File: src/rtl/calc_pkg.sv
// Shared constants, state/key encodings and fixed-point helpers for the calculator controller.
package calc_pkg;

  localparam int NUM_DIGITS = 7;
  localparam int FIXP_SCALE = 10000;
  localparam logic [2:0] DP_MAX = 3'd4;

  localparam logic [2:0] DISP_IN1   = 3'd0;
  localparam logic [2:0] DISP_OPSEL = 3'd1;
  localparam logic [2:0] DISP_IN2   = 3'd2;
  localparam logic [2:0] DISP_RES   = 3'd3;

  localparam logic [1:0] OP_ADD = 2'd0;
  localparam logic [1:0] OP_SUB = 2'd1;
  localparam logic [1:0] OP_MUL = 2'd2;
  localparam logic [1:0] OP_DIV = 2'd3;

  typedef enum logic [2:0] {
    S_IN1, S_CONV1, S_OPSEL, S_IN2, S_CONV2, S_WAIT_ALU, S_RES
  } fsm_t;

  typedef enum logic [3:0] {
    K_NONE, K_CLR, K_OK, K_NEG, K_DP, K_UP, K_DOWN, K_LEFT, K_RIGHT
  } key_t;

  typedef logic [NUM_DIGITS-1:0][3:0] bcd_t;

  function automatic logic [63:0] mul10(input logic [63:0] x);
    return (x << 3) + (x << 1);
  endfunction

  // Shift-add form of x*FIXP_SCALE: 8192+1024+512+256+16.
  function automatic logic [63:0] to_fixp(input logic [63:0] x);
    return (x << 13) + (x << 10) + (x << 9) + (x << 8) + (x << 4);
  endfunction

endpackage

File: src/rtl/calc_ctrl_bcd_to_bin.sv
// Sequential 7-digit BCD to binary converter: MSD-first x10 accumulate, x10 scale by (4-dp), optional negate.
module bcd_to_bin
  import calc_pkg::*;
(
  input  logic        clk,
  input  logic        rst,
  input  logic        start,
  input  bcd_t        digits,
  input  logic [2:0]  dp,
  input  logic        neg,
  output logic        busy,
  output logic        done,
  output logic [63:0] mag,
  output logic [63:0] fix
);

  bcd_t        r_dig;
  logic [2:0]  r_dp;
  logic        r_neg;
  logic [3:0]  r_cnt;
  logic [63:0] r_acc;
  logic [63:0] r_mag;
  logic [63:0] r_fix;
  logic        r_busy;
  logic        r_done;

  logic [2:0]  w_dp_clamp;
  logic [3:0]  w_end;
  logic [2:0]  w_idx;
  logic [63:0] w_digit;
  logic [63:0] w_acc_next;

  assign w_dp_clamp = (r_dp > DP_MAX) ? DP_MAX : r_dp;
  // Cycles 0..6 accumulate, 7..w_end-1 scale, w_end is the negate/finish cycle.
  assign w_end      = 4'd11 - {1'b0, w_dp_clamp};
  assign w_idx      = (r_cnt < 4'd7) ? (3'd6 - r_cnt[2:0]) : 3'd0;
  assign w_digit    = {60'd0, r_dig[w_idx]};
  assign w_acc_next = mul10(r_acc) + w_digit;

  always_ff @(posedge clk) begin
    if (rst) begin
      r_dig  <= '0;
      r_dp   <= '0;
      r_neg  <= 1'b0;
      r_cnt  <= '0;
      r_acc  <= '0;
      r_mag  <= '0;
      r_fix  <= '0;
      r_busy <= 1'b0;
      r_done <= 1'b0;
    end else begin
      r_done <= 1'b0;
      if (start) begin
        r_dig  <= digits;
        r_dp   <= dp;
        r_neg  <= neg;
        r_cnt  <= '0;
        r_acc  <= '0;
        r_busy <= 1'b1;
      end else if (r_busy) begin
        r_cnt <= r_cnt + 4'd1;
        if (r_cnt < 4'd7) begin
          r_acc <= w_acc_next;
          if (r_cnt == 4'd6) r_mag <= w_acc_next;
        end else if (r_cnt < w_end) begin
          r_acc <= mul10(r_acc);
        end else begin
          r_fix  <= r_neg ? (~r_acc + 64'd1) : r_acc;
          r_done <= 1'b1;
          r_busy <= 1'b0;
        end
      end
    end
  end

  assign busy = r_busy;
  assign done = r_done;
  assign mag  = r_mag;
  assign fix  = r_fix;

endmodule

File: src/rtl/calc_ctrl.sv
// Calculator sequencing controller: operand editing, BCD conversion, ALU handshake, display status.
// Optional cursor blink counter enabled by defining CALC_BLINK_EN.
module calc_ctrl
  import calc_pkg::*;
#(
  parameter int unsigned BLINK_DIV = 25_000_000
) (
  input  logic        clk,
  input  logic        rst,
  input  logic        key_up,
  input  logic        key_down,
  input  logic        key_left,
  input  logic        key_right,
  input  logic        key_dp,
  input  logic        key_neg,
  input  logic        key_ok,
  input  logic        key_clr,
  output logic        alu_start,
  output logic [63:0] alu_a,
  output logic [63:0] alu_b,
  input  logic        alu_done,
  input  logic [63:0] alu_result,
  input  logic        alu_err,
  output logic [2:0]  state,
  output logic [63:0] operand1,
  output logic [63:0] operand2,
  output logic [63:0] result,
  output logic        err,
  output logic [1:0]  operation,
  output logic [2:0]  digit_pos,
  output logic [2:0]  decimal_pos1,
  output logic [2:0]  decimal_pos2,
  output logic        is_negative1,
  output logic        is_negative2,
  output logic        blink_state
);

  fsm_t        r_state, w_state_nxt;
  bcd_t        r_dig1, r_dig2;
  logic [2:0]  r_dp1, r_dp2;
  logic        r_neg1, r_neg2;
  logic [2:0]  r_pos;
  logic [1:0]  r_op;
  logic [63:0] r_operand1, r_operand2;
  logic [63:0] r_alu_a, r_alu_b;
  logic [63:0] r_result;
  logic        r_err;
  logic        r_alu_start;
  logic        r_restart;

  key_t        w_key;
  logic        w_edit_st;
  logic        w_sel2;
  logic        w_accept;
  logic        w_conv_start;
  bcd_t        w_dig_act, w_dig_new;
  logic [2:0]  w_dp_act, w_dp_new;
  logic        w_neg_act, w_neg_new;
  logic [2:0]  w_pos_new;
  logic [3:0]  w_cur;
  logic        w_cv_busy, w_cv_done;
  logic [63:0] w_cv_mag, w_cv_fix;

  always_comb begin
    w_key = K_NONE;
    if      (key_clr)   w_key = K_CLR;
    else if (key_ok)    w_key = K_OK;
    else if (key_neg)   w_key = K_NEG;
    else if (key_dp)    w_key = K_DP;
    else if (key_up)    w_key = K_UP;
    else if (key_down)  w_key = K_DOWN;
    else if (key_left)  w_key = K_LEFT;
    else if (key_right) w_key = K_RIGHT;
  end

  assign w_edit_st = (r_state == S_IN1) || (r_state == S_IN2);
  assign w_sel2    = (r_state == S_IN2) || (r_state == S_CONV2);
  assign w_dig_act = w_sel2 ? r_dig2 : r_dig1;
  assign w_dp_act  = w_sel2 ? r_dp2  : r_dp1;
  assign w_neg_act = w_sel2 ? r_neg2 : r_neg1;
  assign w_cur     = w_dig_act[r_pos];

  // Only keys that actually change something count as accepted (they also reset the blink phase).
  always_comb begin
    w_accept = 1'b0;
    case (r_state)
      S_IN1, S_IN2: w_accept = (w_key != K_NONE) && !((w_key == K_DP) && (r_pos > DP_MAX));
      S_OPSEL:      w_accept = (w_key == K_CLR) || (w_key == K_OK) || (w_key == K_UP) || (w_key == K_DOWN);
      S_RES:        w_accept = (w_key == K_CLR) || (w_key == K_OK);
      default:      w_accept = 1'b0;
    endcase
  end

  always_comb begin
    w_dig_new = w_dig_act;
    w_dp_new  = w_dp_act;
    w_neg_new = w_neg_act;
    w_pos_new = r_pos;
    case (w_key)
      K_CLR: begin
        w_dig_new = '0;
        w_dp_new  = '0;
        w_neg_new = 1'b0;
        w_pos_new = '0;
      end
      K_NEG:   w_neg_new = ~w_neg_act;
      K_DP:    if (r_pos <= DP_MAX) w_dp_new = r_pos;
      K_UP:    w_dig_new[r_pos] = (w_cur == 4'd9) ? 4'd0 : w_cur + 4'd1;
      K_DOWN:  w_dig_new[r_pos] = (w_cur == 4'd0) ? 4'd9 : w_cur - 4'd1;
      K_LEFT:  w_pos_new = (r_pos == 3'd6) ? 3'd0 : r_pos + 3'd1;
      K_RIGHT: w_pos_new = (r_pos == 3'd0) ? 3'd6 : r_pos - 3'd1;
      default: ;
    endcase
  end

  // Edits restart the converter one cycle later, once the edited digits are in their registers.
  assign w_conv_start = r_restart || (w_edit_st && (w_key == K_OK));

  bcd_to_bin u_conv (
    .clk    (clk),
    .rst    (rst),
    .start  (w_conv_start),
    .digits (w_dig_act),
    .dp     (w_dp_act),
    .neg    (w_neg_act),
    .busy   (w_cv_busy),
    .done   (w_cv_done),
    .mag    (w_cv_mag),
    .fix    (w_cv_fix)
  );

  always_ff @(posedge clk) begin
    if (rst) r_state <= S_IN1;
    else     r_state <= w_state_nxt;
  end

  always_comb begin
    w_state_nxt = r_state;
    case (r_state)
      S_IN1:      if (w_key == K_OK) w_state_nxt = S_CONV1;
      S_CONV1:    if (w_cv_done) w_state_nxt = S_OPSEL;
      S_OPSEL: begin
        if      (w_key == K_CLR) w_state_nxt = S_IN1;
        else if (w_key == K_OK)  w_state_nxt = S_IN2;
      end
      S_IN2:      if (w_key == K_OK) w_state_nxt = S_CONV2;
      S_CONV2:    if (w_cv_done) w_state_nxt = S_WAIT_ALU;
      S_WAIT_ALU: if (alu_done) w_state_nxt = S_RES;
      S_RES:      if ((w_key == K_OK) || (w_key == K_CLR)) w_state_nxt = S_IN1;
      default:    w_state_nxt = S_IN1;
    endcase
  end

  always_ff @(posedge clk) begin
    if (rst) begin
      r_dig1 <= '0; r_dig2 <= '0;
      r_dp1  <= '0; r_dp2  <= '0;
      r_neg1 <= 1'b0; r_neg2 <= 1'b0;
      r_pos  <= '0;
      r_op   <= OP_ADD;
      r_operand1 <= '0; r_operand2 <= '0;
      r_alu_a <= '0; r_alu_b <= '0;
      r_result <= '0;
      r_err <= 1'b0;
      r_alu_start <= 1'b0;
      r_restart <= 1'b0;
    end else begin
      r_alu_start <= 1'b0;
      r_restart   <= 1'b0;
      case (r_state)
        S_IN1, S_IN2: begin
          if (w_accept && (w_key != K_OK)) begin
            r_restart <= 1'b1;
            r_pos     <= w_pos_new;
            if (w_sel2) begin
              r_dig2 <= w_dig_new; r_dp2 <= w_dp_new; r_neg2 <= w_neg_new;
            end else begin
              r_dig1 <= w_dig_new; r_dp1 <= w_dp_new; r_neg1 <= w_neg_new;
            end
          end
        end
        S_OPSEL: begin
          case (w_key)
            K_UP:   r_op <= r_op + 2'd1;
            K_DOWN: r_op <= r_op - 2'd1;
            K_OK: begin
              r_dig2 <= '0; r_dp2 <= '0; r_neg2 <= 1'b0;
              r_pos  <= '0;
              r_operand2 <= '0;
            end
            default: ;
          endcase
        end
        S_WAIT_ALU: begin
          if (alu_done) begin
            r_result <= alu_result;
            r_err    <= alu_err;
          end
        end
        S_RES: begin
          if ((w_key == K_OK) || (w_key == K_CLR)) begin
            r_dig1 <= '0; r_dig2 <= '0;
            r_dp1  <= '0; r_dp2  <= '0;
            r_neg1 <= 1'b0; r_neg2 <= 1'b0;
            r_pos  <= '0;
            r_op   <= OP_ADD;
            r_operand1 <= '0; r_operand2 <= '0;
            r_alu_a <= '0; r_alu_b <= '0;
            r_result <= '0;
            r_err <= 1'b0;
          end
        end
        default: ;
      endcase
      if (w_cv_done) begin
        if (w_sel2) begin
          r_operand2 <= to_fixp(w_cv_mag);
          if (r_state == S_CONV2) begin
            r_alu_b     <= w_cv_fix;
            r_alu_start <= 1'b1;
          end
        end else begin
          r_operand1 <= to_fixp(w_cv_mag);
          if (r_state == S_CONV1) r_alu_a <= w_cv_fix;
        end
      end
    end
  end

  always_comb begin
    state = DISP_IN1;
    case (r_state)
      S_IN1, S_CONV1:              state = DISP_IN1;
      S_OPSEL:                     state = DISP_OPSEL;
      S_IN2, S_CONV2, S_WAIT_ALU:  state = DISP_IN2;
      S_RES:                       state = DISP_RES;
      default:                     state = DISP_IN1;
    endcase
  end

`ifdef CALC_BLINK_EN
  logic [31:0] r_blink_cnt;
  logic        r_blink;

  always_ff @(posedge clk) begin
    if (rst) begin
      r_blink_cnt <= '0;
      r_blink     <= 1'b1;
    end else if (w_accept) begin
      r_blink_cnt <= '0;
      r_blink     <= 1'b1;
    end else if (r_blink_cnt == 32'(BLINK_DIV - 1)) begin
      r_blink_cnt <= '0;
      r_blink     <= ~r_blink;
    end else begin
      r_blink_cnt <= r_blink_cnt + 32'd1;
    end
  end

  assign blink_state = r_blink;
`else
  assign blink_state = 1'b1;
`endif

  assign alu_start    = r_alu_start;
  assign alu_a        = r_alu_a;
  assign alu_b        = r_alu_b;
  assign operand1     = r_operand1;
  assign operand2     = r_operand2;
  assign result       = r_result;
  assign err          = r_err;
  assign operation    = r_op;
  assign digit_pos    = r_pos;
  assign decimal_pos1 = r_dp1;
  assign decimal_pos2 = r_dp2;
  assign is_negative1 = r_neg1;
  assign is_negative2 = r_neg2;

endmodule

File: config.mk
export PLATFORM = sky130hd
export DESIGN_NAME = calc_ctrl
export DESIGN_NICKNAME = d
export VERILOG_FILES = /design/src/rtl/calc_pkg.sv /design/src/rtl/calc_ctrl_bcd_to_bin.sv /design/src/rtl/calc_ctrl.sv
export SDC_FILE = /design/constraint.sdc
export NUM_CORES = 2
export LEC_CHECK = 0
export ABC_AREA = 1
export CORE_ASPECT_RATIO = 0.8
export CORE_MARGIN = 8
export CORE_UTILIZATION = 55
export DETAILED_ROUTE_END_ITERATION = 10
export PLACE_DENSITY = 0.77
export SLEW_MARGIN = 20
export SYNTH_ARGS = -nofsm -noshare
export SYNTH_HDL_FRONTEND = slang
export SYNTH_HIERARCHICAL = 1
export SYNTH_SLANG_ARGS = --single-unit
export TNS_END_PERCENT = 1
File: constraint.sdc
create_clock -name clk -period 7.85 [get_ports clk]
set_clock_uncertainty 0.2 [all_clocks]
set_input_delay 1.57 -clock clk [delete_from_list [all_inputs] [get_ports clk]]
set_output_delay 1.57 -clock clk [all_outputs]
set_load 0.02 [all_outputs]
==> run_results.csv <==
group,metric,value,unit
global_route,grt.overflow.total,0,
critical_path,slowest_delay,520,ps
routing,wl,155000,um
critical_path,critPathKind,"flop to flop",
critical_path,slowest_stage,"buf_4",
placed_design,hpwl,121000,um
global_route,grt_max_degree,110,
synth,syn_area,43000,um2
die,rows,91,
die,die_y,266,um
sta,max_slew_margin,28.7,%
critical_path,rrSetupSlack,2530,ps
run,drv_cap,0,
sta,worst_slew_pin_slew,1060,ps
clock_network,clockBufferDepth,3,
cells_and_area,syn_to_final_growth,16.3,%
clock_network,cts_made_buffers,66,
min_path,hold_end,"operand2[11]$_SDFF_PP0_",
sta,setup_viol,0,
critical_path,r2r_cells,27,
placed_design,port_buffers,412,
min_path,hp-start,"operand2[11]$_SDFF_PP0_",
sta,slew_violations,0,
clock_network,cts-root-buf,"clkbuf_16",
placed_design,gp_congestion,1.00,
pwr,p_per_area,202,nW/um2
sta,fmax,188,MHz
clock_network,clk_pin_slew,60,ps
min_path,whs_path_depth,2,
clock_network,cts_tree,"built",
critical_path,critPathMaxFanout,52,
global_route,grt_pass1_wl,238000,um
sta,finalSetupTns,0,ps
critical_path,cp_data_arrival_time,5570,ps
sta,hold_ws,260,ps
die,boundaryPins,415,
routing,firstDrtPassIters,7,
clock_network,post_cts_resize_count,0,
global_route,met1_usage,45.1,%
clock_network,h-tree-depth,3,
routing,vias_per_cell,5.61,
die,start_util,55.6,%
global_route,grt_util_met3,5.69,%
sta,hold_viol,0,
synth,syn_area_per_cell,6.51,um2
global_route,grt_pass1_vias,41581,
global_route,busiest_layer,"met2",
global_route,gr-usage-met2,54.7,%
routing,postRouteAntennaNets,0,
synth,synthCells,6611,
die,core_region_area,77300,um2
sta,rsz0062_at_grt,"no",
clock_network,ctsHoldBuffers,0,
critical_path,worst_ep_required_time,8100,ps
outcome,outcome,"complete, no violations",
synth,ys.warnings.count,6,
die,die_w,329,um
routing,post_drt_wl_per_cell,19.5,um
critical_path,cp-start-kind,"flop",
critical_path,endpoint_kind,"flop",
critical_path,r2r-start,"u_conv/r_cnt[1]$_SDFFE_PP0P_",
min_path,hold_path_class,"flop to flop",
routing,drc,0,
cells_and_area,n_antenna_cell,0,
sta,period_needed,5320,ps
critical_path,r2r-end,"u_conv/r_acc[41]$_SDFFE_PP0P_",
placed_design,postPlaceCellArea,47700,um2
synth,syn_nets,6983,
cells_and_area,final_util,64.7,%
pwr,p_leak,22.7,nW
cells_and_area,layout-drive-gt1-share,5.18,%
die,die_area,87500,um2
cells_and_area,nNetsFinal,7252,
global_route,track_usage,34.0,%
cells_and_area,final_cell_area,50000,um2
clock_network,cts_sinks,621,
pwr,irDropWorstVdd,0.000183,V
critical_path,cpMostUsedCell,"nand2_1",
global_route,antenna_found_initial,2,
clock_network,clk_latency,630,ps
routing,vias,44630,
clock_network,post_cts_buffers,0,
routing,drt_iter0_drc,5074,
sta,min_period_over_period,67.8,%
layout make-up:
class / count / area, um2
clock buffer: 89 / 1920
inverter: 1128 / 4240
sequential: 621 / 12400
timing repair buffer: 448 / 4410
clock inverter: 27 / 347
multi-input combinational: 4615 / 25400
tap: 1023 / 1280
fill: 7116 / 27300
routing by layer:
| layer | share of wire, % | vias to the layer above |
|---|---|---|
| met1 | 42 | 20805 |
| met4 | 4.9 | 4 |
| li1 | - | 21474 |
| met2 | 45 | 1991 |
| met3 | 8.3 | 356 |
| met5 | 0.014 | - |
where the power goes:
| group | switching [W] | internal [W] | total [W] |
|---|---|---|---|
| logic | 0.00241 | 0.000902 | 0.00331 |
| registers | 0.000219 | 0.00329 | 0.00351 |
| clock network | 0.00135 | 0.00193 | 0.00328 |
| total | 0.00398 | 0.00612 | 0.0101 |
worst max path at each step:
stage | startpoint | end | slack (ps) | cells past startpoint
6_report | u_conv/r_cnt[1]$_SDFFE_PP0P_ | u_conv/r_acc[41]$_SDFFE_PP0P_ | 2530 | 27
5_1_grt | u_conv/r_cnt[1]$_SDFFE_PP0P_ | u_conv/r_acc[41]$_SDFFE_PP0P_ | 2180 | 27
4_1_cts | u_conv/r_cnt[1]$_SDFFE_PP0P_ | u_conv/r_acc[41]$_SDFFE_PP0P_ | 2630 | 27
3_5_place_dp | key_clr | result[48]$_SDFFE_PP0P_ | 2040 | 15
3_3_place_gp | key_clr | result[56]$_SDFFE_PP0P_ | 2190 | 15
2_1_floorplan | u_conv/mag[1]$_SDFFE_PP0P_ | operand2[41]$_SDFF_PP0_ | 3460 | 19
registers in the layout (all words and copies together) (netlist names), 3 cells and up:
| signal | cells |
|---|---|
| r_state | 3 |
| u_conv/r_acc | 64 |
| u_conv/mag | 60 |
| u_conv/r_cnt | 4 |
| u_conv/r_dp | 3 |
| u_conv/fix | 64 |
| operand1 | 64 |
| r_dig2 | 28 |
| decimal_pos1 | 3 |
| alu_b | 64 |
| r_dig1 | 28 |
| decimal_pos2 | 3 |
| u_conv/r_dig | 28 |
| result | 64 |
| operand2 | 64 |
| alu_a | 64 |
| digit_pos | 3 |
stage by stage:
step	setup slack (ps)	power [W]	std cells
final	2530	0.0101	7951
after global routing	2180	0.0106	7951
after floorplan	3460	0.00573	6611
after detailed placement	2040	0.00676	7834
after global placement	2190	0.00673	7834
after CTS	2630	0.0100	7950
critical path, delay by kind of cell, from the launching register on:
family	cells	cell delay [ps]
XOR/XNOR	1	230
adder cells (fa/ha/maj)	3	790
flip-flops	1	430
AND/OR/NAND/NOR	16	2190
buffers and inverters	4	860
AO/OA/AOI/OAI	3	420
layout by cell type, fill, tap and decap left out, drive strengths merged, types with 34 or more instances in the layout:
master         count
or2               39
nand3            631
nand2           1754
nor2             525
o211ai            44
xor2              81
nor3              56
dfxtp            621
a21oi            546
clkbuf            89
ha               136
nand4             63
buf               37
xnor2             38
o21ai            362
a31oi             34
inv             1118
fa               160
clkdlybuf4s50    411
(Power assumes the default switching activity.)
